--- src/rtl/therm_decoder_pkg.sv ---
// therm_pkg: shared constants and helpers for the thermometer decoder.
//   therm_w(n)   -- thermometer width 2**n - 1 for an n-bit binary count
//   is_therm(t)  -- 1 when t is a legal thermometer code (ones packed at bit 0)
//   maj3(a,b,c)  -- 3-input majority vote used for bubble repair
package therm_pkg;

    localparam int DEFAULT_N     = 3;
    localparam int DEFAULT_CNT_W = 8;

    // Widest thermometer word is_therm() can judge (N up to 6).
    localparam int THERM_MAX_W = 63;

    function automatic int therm_w(input int n);
        return (1 << n) - 1;
    endfunction

    // Callers zero-extend narrower words into THERM_MAX_W bits. That does
    // not change the verdict: an all-ones word carries out of its own width
    // either way, and the AND with t is still zero.
    function automatic logic is_therm(input logic [THERM_MAX_W-1:0] t);
        return (t & (t + THERM_MAX_W'(1))) == '0;
    endfunction

    function automatic logic maj3(input logic a, input logic b, input logic c);
        return (a & b) | (a & c) | (b & c);
    endfunction

endpackage

--- src/rtl/therm_decoder_if.sv ---
// therm_decoder_if: input and output streams of the thermometer decoder.
//   therm_in/in_valid/in_ready                      -- raw thermometer words in
//   value/bubble_err/uncorr_err/out_valid/out_ready -- decoded results out
// Handshake: a word moves on a rising edge where valid && ready are both 1.
// A source holds valid and its data steady until that edge, and never
// withdraws valid without a transfer. ready may depend combinationally on
// the downstream ready.
// Modports: master = source/sink around the decoder, slave = the decoder.
interface therm_decoder_if import therm_pkg::*; #(
    parameter int N = DEFAULT_N
) ();
    localparam int W = therm_w(N);

    logic [W-1:0] therm_in;
    logic         in_valid;
    logic         in_ready;
    logic [N-1:0] value;
    logic         bubble_err;
    logic         uncorr_err;
    logic         out_valid;
    logic         out_ready;

    modport master (
        output therm_in, in_valid, out_ready,
        input  in_ready, value, bubble_err, uncorr_err, out_valid
    );

    modport slave (
        input  therm_in, in_valid, out_ready,
        output in_ready, value, bubble_err, uncorr_err, out_valid
    );

endinterface

--- src/rtl/therm_decoder_bubble_fix.sv ---
// therm_bubble_fix: combinational bubble repair for one thermometer word.
//   raw        in  W -- thermometer word as captured
//   value      out N -- popcount of the majority-corrected word
//   bubble_err out 1 -- raw word is not a legal thermometer code
//   uncorr_err out 1 -- corrected word is still not legal
module therm_bubble_fix import therm_pkg::*; #(
    parameter int N = DEFAULT_N
) (
    input  logic [therm_w(N)-1:0] raw,
    output logic [N-1:0]          value,
    output logic                  bubble_err,
    output logic                  uncorr_err
);
    localparam int W = therm_w(N);

    logic [W+1:0]           padded;
    logic [W-1:0]           fixed;
    logic [N-1:0]           count;
    logic [THERM_MAX_W-1:0] raw_ext;
    logic [THERM_MAX_W-1:0] fixed_ext;

    always_comb begin
        // Pad with a 1 below bit 0 and a 0 above the top bit so the end
        // positions vote as if the code continued in its natural direction.
        padded = {1'b0, raw, 1'b1};
        fixed  = '0;
        count  = '0;
        for (int i = 0; i < W; i++) begin
            fixed[i] = maj3(padded[i], padded[i+1], padded[i+2]);
            // Cannot overflow: at most W ones, and W fits in N bits.
            count    = count + N'(fixed[i]);
        end
        raw_ext          = '0;
        raw_ext[W-1:0]   = raw;
        fixed_ext        = '0;
        fixed_ext[W-1:0] = fixed;
    end

    assign value      = count;
    assign bubble_err = !is_therm(raw_ext);
    assign uncorr_err = !is_therm(fixed_ext);

endmodule

--- src/rtl/therm_decoder.sv ---
// therm_decoder: two-stage pipelined thermometer-to-binary decoder.
//   clk       in  1     -- rising-edge clock
//   reset_n   in  1     -- asynchronous active-low reset, empties the pipeline
//   bus       slave     -- therm_in/in_valid/in_ready in, value/flags/out_valid/out_ready out
//   err_clr   in  1     -- synchronous clear of err_count (wins over an increment)
//   err_count out CNT_W -- saturating count of delivered words flagged bubble_err
// S1 captures the raw word; S2 holds the corrected result and drives the
// outputs. Each stage loads when empty or when draining in the same cycle.
module therm_decoder import therm_pkg::*; #(
    parameter int N     = DEFAULT_N,
    parameter int CNT_W = DEFAULT_CNT_W
) (
    input  logic               clk,
    input  logic               reset_n,
    therm_decoder_if.slave     bus,
    input  logic               err_clr,
    output logic [CNT_W-1:0]   err_count
);
    localparam int              W       = therm_w(N);
    localparam logic [CNT_W-1:0] CNT_MAX = '1;

    logic             s1_valid_q, s1_valid_d;
    logic [W-1:0]     s1_data_q,  s1_data_d;
    logic             out_valid_q, out_valid_d;
    logic [N-1:0]     value_q,     value_d;
    logic             bubble_q,    bubble_d;
    logic             uncorr_q,    uncorr_d;
    logic [CNT_W-1:0] err_count_q, err_count_d;

    logic             s2_adv;
    logic             in_fire;
    logic             out_fire;
    logic [N-1:0]     fix_value;
    logic             fix_bubble;
    logic             fix_uncorr;

    therm_bubble_fix #(.N(N)) u_fix (
        .raw        (s1_data_q),
        .value      (fix_value),
        .bubble_err (fix_bubble),
        .uncorr_err (fix_uncorr)
    );

    always_comb begin
        s2_adv   = !out_valid_q || bus.out_ready;
        in_fire  = bus.in_valid && (!s1_valid_q || s2_adv);
        out_fire = out_valid_q && bus.out_ready;

        // S1: empties when S2 takes its word, refills from the input.
        s1_valid_d = s1_valid_q;
        s1_data_d  = s1_data_q;
        if (s2_adv) begin
            s1_valid_d = 1'b0;
        end
        if (in_fire) begin
            s1_valid_d = 1'b1;
            s1_data_d  = bus.therm_in;
        end

        // S2: result fields only change when a new word arrives, so they
        // stay put while the consumer stalls and while the pipe is idle.
        out_valid_d = out_valid_q;
        value_d     = value_q;
        bubble_d    = bubble_q;
        uncorr_d    = uncorr_q;
        if (s2_adv) begin
            out_valid_d = s1_valid_q;
            if (s1_valid_q) begin
                value_d  = fix_value;
                bubble_d = fix_bubble;
                uncorr_d = fix_uncorr;
            end
        end

        err_count_d = err_count_q;
        if (err_clr) begin
            err_count_d = '0;
        end else if (out_fire && bubble_q && (err_count_q != CNT_MAX)) begin
            err_count_d = err_count_q + CNT_W'(1);
        end
    end

    always_ff @(posedge clk or negedge reset_n) begin
        if (!reset_n) begin
            s1_valid_q  <= 1'b0;
            s1_data_q   <= '0;
            out_valid_q <= 1'b0;
            value_q     <= '0;
            bubble_q    <= 1'b0;
            uncorr_q    <= 1'b0;
            err_count_q <= '0;
        end else begin
            s1_valid_q  <= s1_valid_d;
            s1_data_q   <= s1_data_d;
            out_valid_q <= out_valid_d;
            value_q     <= value_d;
            bubble_q    <= bubble_d;
            uncorr_q    <= uncorr_d;
            err_count_q <= err_count_d;
        end
    end

    assign bus.in_ready   = !s1_valid_q || s2_adv;
    assign bus.out_valid  = out_valid_q;
    assign bus.value      = value_q;
    assign bus.bubble_err = bubble_q;
    assign bus.uncorr_err = uncorr_q;
    assign err_count      = err_count_q;

endmodule

--- src/flat_wrapper.sv ---
// flat-port wrapper written by rule: the top's interface ports become plain ports
module therm_decoder_flat import therm_pkg::*;
#(
    parameter int N     = DEFAULT_N,
    parameter int CNT_W = DEFAULT_CNT_W
)
  (clk, reset_n, err_clr, err_count, bus_therm_in, bus_in_valid, bus_out_ready, bus_in_ready, bus_value, bus_bubble_err, bus_uncorr_err, bus_out_valid);
  therm_decoder_if #(.N(N)) bus_i ();
  input  logic clk;
  input  logic reset_n;
  input  logic err_clr;
  output logic [CNT_W-1:0] err_count;
  input wire logic [$bits(bus_i.therm_in)-1:0] bus_therm_in;
  input wire logic [$bits(bus_i.in_valid)-1:0] bus_in_valid;
  input wire logic [$bits(bus_i.out_ready)-1:0] bus_out_ready;
  output wire logic [$bits(bus_i.in_ready)-1:0] bus_in_ready;
  output wire logic [$bits(bus_i.value)-1:0] bus_value;
  output wire logic [$bits(bus_i.bubble_err)-1:0] bus_bubble_err;
  output wire logic [$bits(bus_i.uncorr_err)-1:0] bus_uncorr_err;
  output wire logic [$bits(bus_i.out_valid)-1:0] bus_out_valid;
  assign bus_i.therm_in = bus_therm_in;
  assign bus_i.in_valid = bus_in_valid;
  assign bus_i.out_ready = bus_out_ready;
  assign bus_in_ready = bus_i.in_ready;
  assign bus_value = bus_i.value;
  assign bus_bubble_err = bus_i.bubble_err;
  assign bus_uncorr_err = bus_i.uncorr_err;
  assign bus_out_valid = bus_i.out_valid;
  therm_decoder #(.N(N), .CNT_W(CNT_W)) u_core (.clk(clk), .reset_n(reset_n), .bus(bus_i), .err_clr(err_clr), .err_count(err_count));
endmodule
--- config.mk ---
export PLATFORM = sky130hd
export DESIGN_NAME = therm_decoder_flat
export DESIGN_NICKNAME = d
export VERILOG_FILES = /design/src/rtl/therm_decoder_pkg.sv /design/src/rtl/therm_decoder_if.sv /design/src/rtl/therm_decoder_bubble_fix.sv /design/src/rtl/therm_decoder.sv /design/src/flat_wrapper.sv
export SDC_FILE = /design/constraint.sdc
export NUM_CORES = 1
export LEC_CHECK = 0
export CORE_ASPECT_RATIO = 1.5
export CORE_MARGIN = 2
export CORE_UTILIZATION = 53
export CTS_CLUSTER_SIZE = 30
export DETAILED_ROUTE_END_ITERATION = 7
export PLACE_DENSITY = 0.83
export SYNTH_ARGS = -nofsm -noshare
export SYNTH_HDL_FRONTEND = slang
export SYNTH_SLANG_ARGS = --single-unit
--- constraint.sdc ---
create_clock -name clk -period 7.1 [get_ports clk]
set_input_delay 1.065 -clock clk [delete_from_list [all_inputs] [get_ports clk]]
set_output_delay 1.065 -clock clk [all_outputs]
set_load 0.03 [all_outputs]
==> After elaboration in Yosys (flattened, before gate mapping) <==
Cells that the tools add are included.
{ "word_totals": {"inputBits": 12, "wordCells": 61, "ff_bits": 22, "out_inout_bits": 15} }
{ "classes": {"n_eq_ne": 1, "bitwise_logic": 25, "add_sub_neg": 9, "n_mux": 4, "reduce_logical": 15} }
{ "op_table": {"columns": ["cell", "n"], "rows": [
  ["logical NOT 63 bit", 2],
  ["bitwise AND 7 x 63 -> 63 bit", 1],
  ["adder 7 x 1 -> 8 bit, second input constant", 2],
  ["2-to-1 mux 8 bit", 2],
  ["adder 3 x 1 -> 3 bit", 4],
  ["OR 1 bit", 12],
  ["bitwise AND 1 bit", 11],
  ["adder 8 x 1 -> 8 bit, second input constant", 1],
  ["bitwise AND 7 x 8 -> 8 bit", 1],
  ["inequality test 8 bit, second input constant", 1],
  ["logical AND 1 bit", 4],
  ["logical NOT 1 bit", 4],
  ["nonzero test 2 bit", 2],
  ["adder 2 x 1 -> 3 bit", 1],
  ["adder 1 x 1 -> 2 bit", 1],
  ["logical OR 1 bit", 2],
  ["2-to-1 mux 1 bit", 2],
  ["AND reduction 2 bit", 1]
]} }

==> Logic depth before layout (Yosys ltp) <==
Gate-level depths: netlist of run 1.
{ "depth": {"depth_word": 9, "depth_mapped": 7, "depth_no_buf": 7} }

==> By module <==
Synthesis of run 1 repeated with hierarchy kept, for this count alone.
{ "unflattened": {"hier_cells": 137, "hier_area_um2": 1436.4} }
{ "by_module_without_submodules": {"columns": ["mod", "cells_each", "seq_area_each_um2", "n_inst", "area_per_inst_um2"], "rows": [
  ["therm_decoder", 82, 550.5, 1, 1019.7],
  ["therm_bubble_fix", 55, 0.0, 1, 416.6]
]} }

==> Worst setup path after synthesis of run 1 <==
Ideal clock, no wire load.
{ "synth_timing": {"path_kind": "flip-flop to flip-flop", "startpoint": "reg u_core.s1_data_q[1]", "endpoint": "reg u_core.value_q[1], in the netlist u_core.bus.value[1]", "path_stages_with_launch": 8, "setup_slack_ns": 3.889, "arrival_time_ns": 3.087, "t_required_ns": 6.975, "period_less_slack_ns": 3.211, "path_buffers": 1, "setup_time_ns": 0.125, "path_cell_list": "dfrtp_1 > clkbuf_1 > maj3_1 > fa_1 > fa_1 > fa_1 > fa_1 > mux2_2"} }
{ "synth_via": {"elab_chain_len": 9, "elab_cells_between_ends": 15, "classes_between": "add/sub (6); bitwise (9)"} }
{ "synth_lines": {"columns": ["element", "line", "text"], "rows": [
  ["start, declared", "therm_decoder.sv:23", "logic [W-1:0] s1_data_q, s1_data_d;"],
  ["start signal, assigned", "therm_decoder.sv:94", "s1_data_q <= s1_data_d;"],
  ["bitwise AND 1 bit", "therm_decoder_pkg.sv:25", "return (a & b) | (a & c) | (b & c);"],
  ["OR 1 bit (2 in series)", "therm_decoder_pkg.sv:25", null],
  ["adder 1 x 1 -> 2 bit", "therm_decoder_bubble_fix.sv:31", "count = count + N'(fixed[i]);"],
  ["adder 2 x 1 -> 3 bit *", "therm_decoder_bubble_fix.sv:31", null],
  ["adder 3 x 1 -> 3 bit * (4 in series)", "therm_decoder_bubble_fix.sv:31", null],
  ["named net u_core.fix_value[1]", "therm_decoder.sv:33", "logic [N-1:0] fix_value;"],
  ["end signal, assigned", "therm_decoder.sv:96", "value_q <= value_d;"],
  ["end, declared", "therm_decoder.sv:25", "logic [N-1:0] value_q, value_d;"]
]} }
Mark *: on every way through the listed nets, which the timed path passes. The rest lies on a longest branch.
A chain may end at the register's enable or synchronous reset.

==> Worst setup path after layout of run 1 <==
{ "layout_timing": {"startpoint": "in bus_out_ready", "endpoint": "out bus_in_ready"} }
{ "layout_via": {"elab_chain_len": 2} }
{ "layout_lines": {"columns": ["element", "line", "text"], "rows": [
  ["start, declared", "flat_wrapper.sv:15", "input wire logic [$bits(bus_i.out_ready)-1:0] bus_out_ready;"],
  ["logical OR 1 bit", "therm_decoder.sv:45", "s2_adv = !out_valid_q || bus.out_ready;"],
  ["logical OR 1 bit", "therm_decoder.sv:103", "assign bus.in_ready = !s1_valid_q || s2_adv;"],
  ["end, declared", "flat_wrapper.sv:16", "output wire logic [$bits(bus_i.in_ready)-1:0] bus_in_ready;"]
]} }
No other way between the ends.

==> out/results.ini, run 1 <==
[outcome]
status=completed

[floorplan]
ioPinCount=27
core_area_um2=2230
initial_core_util=0.563
die_area_um2=2790
die_w_um=43.8
row_count=21
die_y_um=63.7

[timing]
worstMarginPinSlew_ps=962
period_share=0.493
slew_headroom=0.356
slew_violations=0
tns_ps=0
layout_min_cycle_time_ps=3500
timing_hold_violations_final=0
final-setup-viol-count=0
clock.fmax_ghz=0.286
finClkSkew_ps=7.84
rsz0062_at_grt=false

[yosys]
yosys.area_share.adder=0.117
synth_seq_area_share=0.438
syn_nets=139
synth-simple-area-share=0.197
synth_edf_count=0
synth_area_um2=1260
synth_top_family_by_area=simple AND/OR/NAND/NOR gates
syn_area_per_cell_um2=10.5
synth_cell_type_count=38
syn_inst=120
synthXorXnorAreaFrac=0.0139
ys_seq_elements=22
synth_compound_area_frac=0.0945
yosys_warnings=0
ys_async_sr_fraction=1.00
ys.flop_type=dfrtp_1
muxShareOfSynthArea=0.113

[global_route]
grt_overflow=0
grt_usage=0.199
grt_max_degree=23
antenna_found_initial=0
grt_pass1_vias=981
grt_pass1_wl_um=4170

[setup_path]
cp.arrival_ps=2430
crit_slowest_cell=clkdlybuf4s50_1
path_cells=clkdlybuf4s50_1 -> nand3b_1 -> clkdlybuf4s50_1
crit_fanout=4
crit_cells=3
required_ps=6030
critPathTopFamily=buffers and inverters
start_kind=input pin
worst-path-buf-inv=2
r2r_cells=6
worstSetupPathType=input pin to primary output
end_kind=primary output
crit_top_cell=clkdlybuf4s50_1
slowest_delay_ps=690

[clock_tree]
cts_max_path_buffers=2
cts_hold_buffers=0
root_buffer=clkbuf_4
postCtsSetupBuffers=0
ctsHtreeMaxLevel=1
cts_sinks=22
clk_latency_ps=310
clkSlewWorstSetupHoldPaths_ps=110
cts.repair.resized=0
cts_tree=yes
cts_buffers=3

[routing]
first_iter_violations=22
via_per_inst=5.64
ant_nets=0
drc=0
vias=948
post_drt_wl_per_cell_um=14.0
dr.pass1.iters=4
wirelength_um=2350

[power_and_ir_drop]
combPwrFrac=0.396
p_seq_frac=0.428
p_int_w=0.000253
netSwitchingFraction=0.350
powerDensity_nw_per_um2=250
p_sw_w=0.000137
clkPwrFrac=0.176
p_total_w=0.000390
leakage_nw=0.640
vdd_drop_max_mv=0.199

[place]
gp_congestion=0.853
placement.io_buffers=26
dpl.hpwl_um=1940
placedCellCount=164

[final_layout]
nNetsFinal=165
area_delta_synth_final_pct=24.2
drive_gt1_frac=0.131
final_cells=168
postLayoutCoreUtil=0.699
diodes=0

[flow_run]
maxCapViolations=0

[hold_path]
min_path_cells=1
min_path_type=flip-flop to flip-flop

[area by class of cell]
type	count	area, um2
sequential	22	551
fill	179	672
tap	23	28.8
multi-input combinational	90	674
inverter	3	11.3
timing repair buffer	26	260
clock buffer	4	36.3
[kinds of logic after synthesis]
| logic type | count (synthesis) |
|---|---|
| simple gates | 47 |
| buf+inv | 8 |
| fa+ha+maj | 10 |
| xor+xnor | 2 |
| flops | 22 |
| compound gates | 18 |
| mux | 13 |
[path summary, 6_finish.rpt]
check                                                start                                 to  slack (ps)
setup / recovery                             bus_out_ready                       bus_in_ready        3600
hold reg to reg            u_core.bus.value[0]$_DFFE_PN0P_    u_core.bus.value[0]$_DFFE_PN0P_         520
max in group asynchronous                          reset_n  u_core.bus.uncorr_err$_DFFE_PN0P_        5240
hold / removal             u_core.bus.value[0]$_DFFE_PN0P_    u_core.bus.value[0]$_DFFE_PN0P_         520
min in group asynchronous                          reset_n   u_core.bus.out_valid$_DFFE_PN0P_        1280
setup reg to reg           u_core.s1_data_q[1]$_DFFE_PN0P_    u_core.bus.value[1]$_DFFE_PN0P_        3860
[sequential cells by signal, summed over array words and instances (netlist names)]
name / cells
u_core.s1_valid_q: 1
u_core.bus.out_valid: 1
u_core.bus.uncorr_err: 1
u_core.err_count: 8
u_core.bus.value: 3
u_core.bus.bubble_err: 1
u_core.s1_data_q: 7
[worst reg2reg max path: cells and delay by family (launching register included)]
kind       cells  cell delay [ps]
flops          1              500
fa+ha+maj      5             2360
mux            1              270
[layout by cell type, fill, tap and decap left out]
| cell type | count |
|---|---|
| clkdlybuf4s50_1 | 26 |
| dfrtp_1 | 22 |
| nor2_1 | 14 |
| mux2_2 | 10 |
| nand2_1 | 8 |
| a21oi_1 | 5 |
| nand2b_1 | 5 |
| o21ai_0 | 4 |
| fa_1 | 4 |
| maj3_1 | 3 |
| inv_1 | 3 |
| nand3_1 | 3 |
| mux2i_1 | 3 |
| nor2b_1 | 3 |
| ha_1 | 3 |
| clkbuf_4 | 3 |
| nor3_1 | 2 |
| nand4_1 | 2 |
| xor2_1 | 2 |
| a2111oi_0 | 2 |
| and2_1 | 1 |
| or2_2 | 1 |
| nand3b_1 | 1 |
| nand3_2 | 1 |
| nor3b_1 | 1 |
| and3_2 | 1 |
| o21ai_2 | 1 |
| or3_1 | 1 |
| o211ai_1 | 1 |
| or2b_1 | 1 |
| nor4_2 | 1 |
| a211oi_1 | 1 |
| and3_1 | 1 |
| o21a_1 | 1 |
| o311ai_0 | 1 |
| a311o_1 | 1 |
| a31oi_1 | 1 |
| clkbuf_8 | 1 |
[Yosys cell counts (2+ instances only)]
| library cell | instances | area, um2 |
|---|---|---|
| dfrtp_1 | 22 | 551 |
| nor2_1 | 14 | 52.6 |
| mux2_2 | 10 | 113 |
| nand2_1 | 8 | 30.0 |
| a21oi_1 | 5 | 25.0 |
| nand2b_1 | 5 | 31.3 |
| fa_1 | 4 | 80.1 |
| o21ai_0 | 4 | 20.0 |
| ha_1 | 3 | 37.5 |
| inv_1 | 3 | 11.3 |
| maj3_1 | 3 | 30.0 |
| mux2i_1 | 3 | 30.0 |
| nand3_1 | 3 | 15.0 |
| nor2b_1 | 3 | 18.8 |
| a2111oi_0 | 2 | 17.5 |
| buf_2 | 2 | 10.0 |
| clkbuf_1 | 2 | 7.51 |
| nand4_1 | 2 | 12.5 |
| nor3_1 | 2 | 10.0 |
| xor2_1 | 2 | 17.5 |
[routing by layer]
layer | up-vias | track usage | routed length (um)
met5 | - | 0 | 0
met3 | 9 | 0.0172 | 102
met4 | 0 | 0.0985 | 74
li1 | 470 | - | -
met2 | 29 | 0.347 | 1260
met1 | 440 | 0.233 | 916
[metrics by stage]
stage	hold slack (ps)	setup slack [ps]	cell area [um2]
after floorplan	480	3890	1260
after global placement	489	3600	1530
after detailed placement	499	3610	1530
after CTS	525	3600	1560
after global routing	545	3540	1560
final	519	3600	1560
[power groups by stage]
stage          sequential, W  combinational [W]  clock (W)
2_1_floorplan       0.000187          0.0000856          0
3_3_place_gp        0.000168           0.000152          0
3_5_place_dp        0.000170           0.000158          0
4_1_cts             0.000167           0.000158  0.0000704
5_1_grt             0.000171           0.000173  0.0000748
6_report            0.000167           0.000154  0.0000684
No activity file was read; power rests on OpenSTA's default activity.
==> inputs of run 2 (changes only) <==
--- a/config.mk
+++ b/config.mk
@@ -7,10 +7,10 @@
 export LEC_CHECK = 0
 export CORE_ASPECT_RATIO = 1.5
 export CORE_MARGIN = 2
-export CORE_UTILIZATION = 53
+export CORE_UTILIZATION = 50
 export CTS_CLUSTER_SIZE = 30
 export DETAILED_ROUTE_END_ITERATION = 7
-export PLACE_DENSITY = 0.83
+export PLACE_DENSITY = 0.79
 export SYNTH_ARGS = -nofsm -noshare
 export SYNTH_HDL_FRONTEND = slang
 export SYNTH_SLANG_ARGS = --single-unit
==> constraint.sdc (replaced) <==
create_clock -name clk -period 3.6 [get_ports clk]
set_input_delay 0.54 -clock clk [delete_from_list [all_inputs] [get_ports clk]]
set_output_delay 0.54 -clock clk [all_outputs]
set_load 0.03 [all_outputs]
==> run 2 against run 1 <==
Register-to-register slack lost 3500 ps. Via count is 4.5% higher. Hold slack better by 5.4 ps. Power up 98%. Sequential share of layout area is essentially flat. Global-route usage is 0.35 points higher. Clock power up 100%.
==> out/results.ini, run 2 (synthesis gave the netlist of run 1 again) <==
[setup_path]
rr_endpoint=u_core.bus.value[1]$_DFFE_PN0P_
r2r_cells=6
rr_startpoint=u_core.s1_data_q[1]$_DFFE_PN0P_
worst-path-buf-inv=0
endpoint=u_core.bus.value[1]$_DFFE_PN0P_
crit_cells=6
slowest_delay_ps=530
end_kind=flip-flop
required_ps=3820
crit_top_cell=fa_1
crit_slowest_cell=fa_1
worstSetupPathType=flip-flop to flip-flop
regToRegSetupSlack_ps=370
cp.arrival_ps=3440
crit_fanout=11
crit_start=u_core.s1_data_q[1]$_DFFE_PN0P_
start_kind=flip-flop
path_cells=maj3_1 -> fa_1 -> fa_1 -> fa_1 -> fa_1 -> mux2_2
critPathTopFamily=adder cells

[final_layout]
postLayoutCoreUtil=0.645
area_delta_synth_final_pct=24.3
largest_reg_flops=8
mostFrequentLayoutCells=26 x clkdlybuf4s50_1, 22 x dfrtp_1, 14 x nor2_1
multi_input_area_um2=674
layout.cells.most_common=clkdlybuf4s50_1
diodes=0
nNetsFinal=165
fillers=198
drive_gt1_frac=0.131
seq_area_um2=551

[timing]
layout_min_cycle_time_ps=3230
worstMarginPinSlew_ps=978
final-setup-viol-count=0
tns_ps=0
timing_hold_violations_final=0
finClkSkew_ps=5.52
period_share=0.896
slew_violations=0
clock.fmax_ghz=0.310
rsz0062_at_grt=false
slew_headroom=0.346

[clock_tree]
cts_sinks=22
cts_max_path_buffers=2
clk_latency_ps=320
postCtsSetupBuffers=0
cts.repair.resized=0
root_buffer=clkbuf_4
cts_buffers=3
ctsHtreeMaxLevel=1
cts_hold_buffers=0
cts_tree=yes
clkSlewWorstSetupHoldPaths_ps=120

[power_and_ir_drop]
leakage_nw=0.640
vdd_drop_max_mv=0.369
powerDensity_nw_per_um2=494

[place]
placement.io_buffers=26
gp_congestion=0.918
dpl.hpwl_um=1940

[routing]
post_drt_wl_per_cell_um=14.8
vias=991
first_iter_violations=25
dr.pass1.iters=5
drc=0
via_per_inst=5.86
wirelength_um=2500
ant_nets=0

[floorplan]
die_y_um=65.4
ioPinCount=27
die_area_um2=2940
row_count=22
core_area_um2=2420
initial_core_util=0.519
die_w_um=44.9

[global_route]
grt_pass1_vias=988
antenna_found_initial=0
grt_overflow=0
grt_pass1_wl_um=4360
grt_usage=0.202
grt_max_degree=23

[flow_run]
maxCapViolations=0

[hold_path]
min_path_type=flip-flop to flip-flop
hold_path_startpoint=u_core.bus.value[1]$_DFFE_PN0P_
min_path_cells=1

[outcome]
status=completed

run 2: cell counts in the layout (fill, tap and decap cells not counted):
No cell type changed its count.
run 2: worst min-delay path by stage:
stage,endpoint
5_1_grt,u_core.bus.value[0]$_DFFE_PN0P_
6_report,u_core.bus.value[1]$_DFFE_PN0P_
2_1_floorplan,u_core.bus.bubble_err$_DFFE_PN0P_
3_3_place_gp,u_core.bus.value[1]$_DFFE_PN0P_
3_5_place_dp,u_core.bus.value[1]$_DFFE_PN0P_
4_1_cts,u_core.bus.value[1]$_DFFE_PN0P_
run 2: report_power, final:
part,internal [W],switching (W)
Clock,0.0000619,0.0000763
Combinational,0.000149,0.000156
Sequential,0.000287,0.0000418
run 2: through the flow:
stage	cells	instance area (um2)	total power [W]	setup slack, ps	hold WS (ps)
after floorplan	120	1260	0.000538	389	244
after global placement	165	1530	0.000633	424	490
after detailed placement	165	1530	0.000644	372	500
after CTS	169	1560	0.000780	352	530
after global routing	169	1560	0.000827	246	539
final	169	1560	0.000772	374	525
run 2: cell type report:
class,count,area share
clock buffer,4,0.0232
inverter,3,0.00721
multi-input combinational,90,0.432
sequential,22,0.352
tap,24,0.0192
timing repair buffer,26,0.167
run 2: metal layers:
| metal | share of wire | wire length (um) | GRT usage |
|---|---|---|---|
| met1 | 0.37 | 933 | 0.237 |
| met2 | 0.56 | 1390 | 0.364 |
| met5 | 0 | 0 | 0 |
| met4 | 0.016 | 41 | 0.0699 |
| met3 | 0.050 | 125 | 0.0247 |
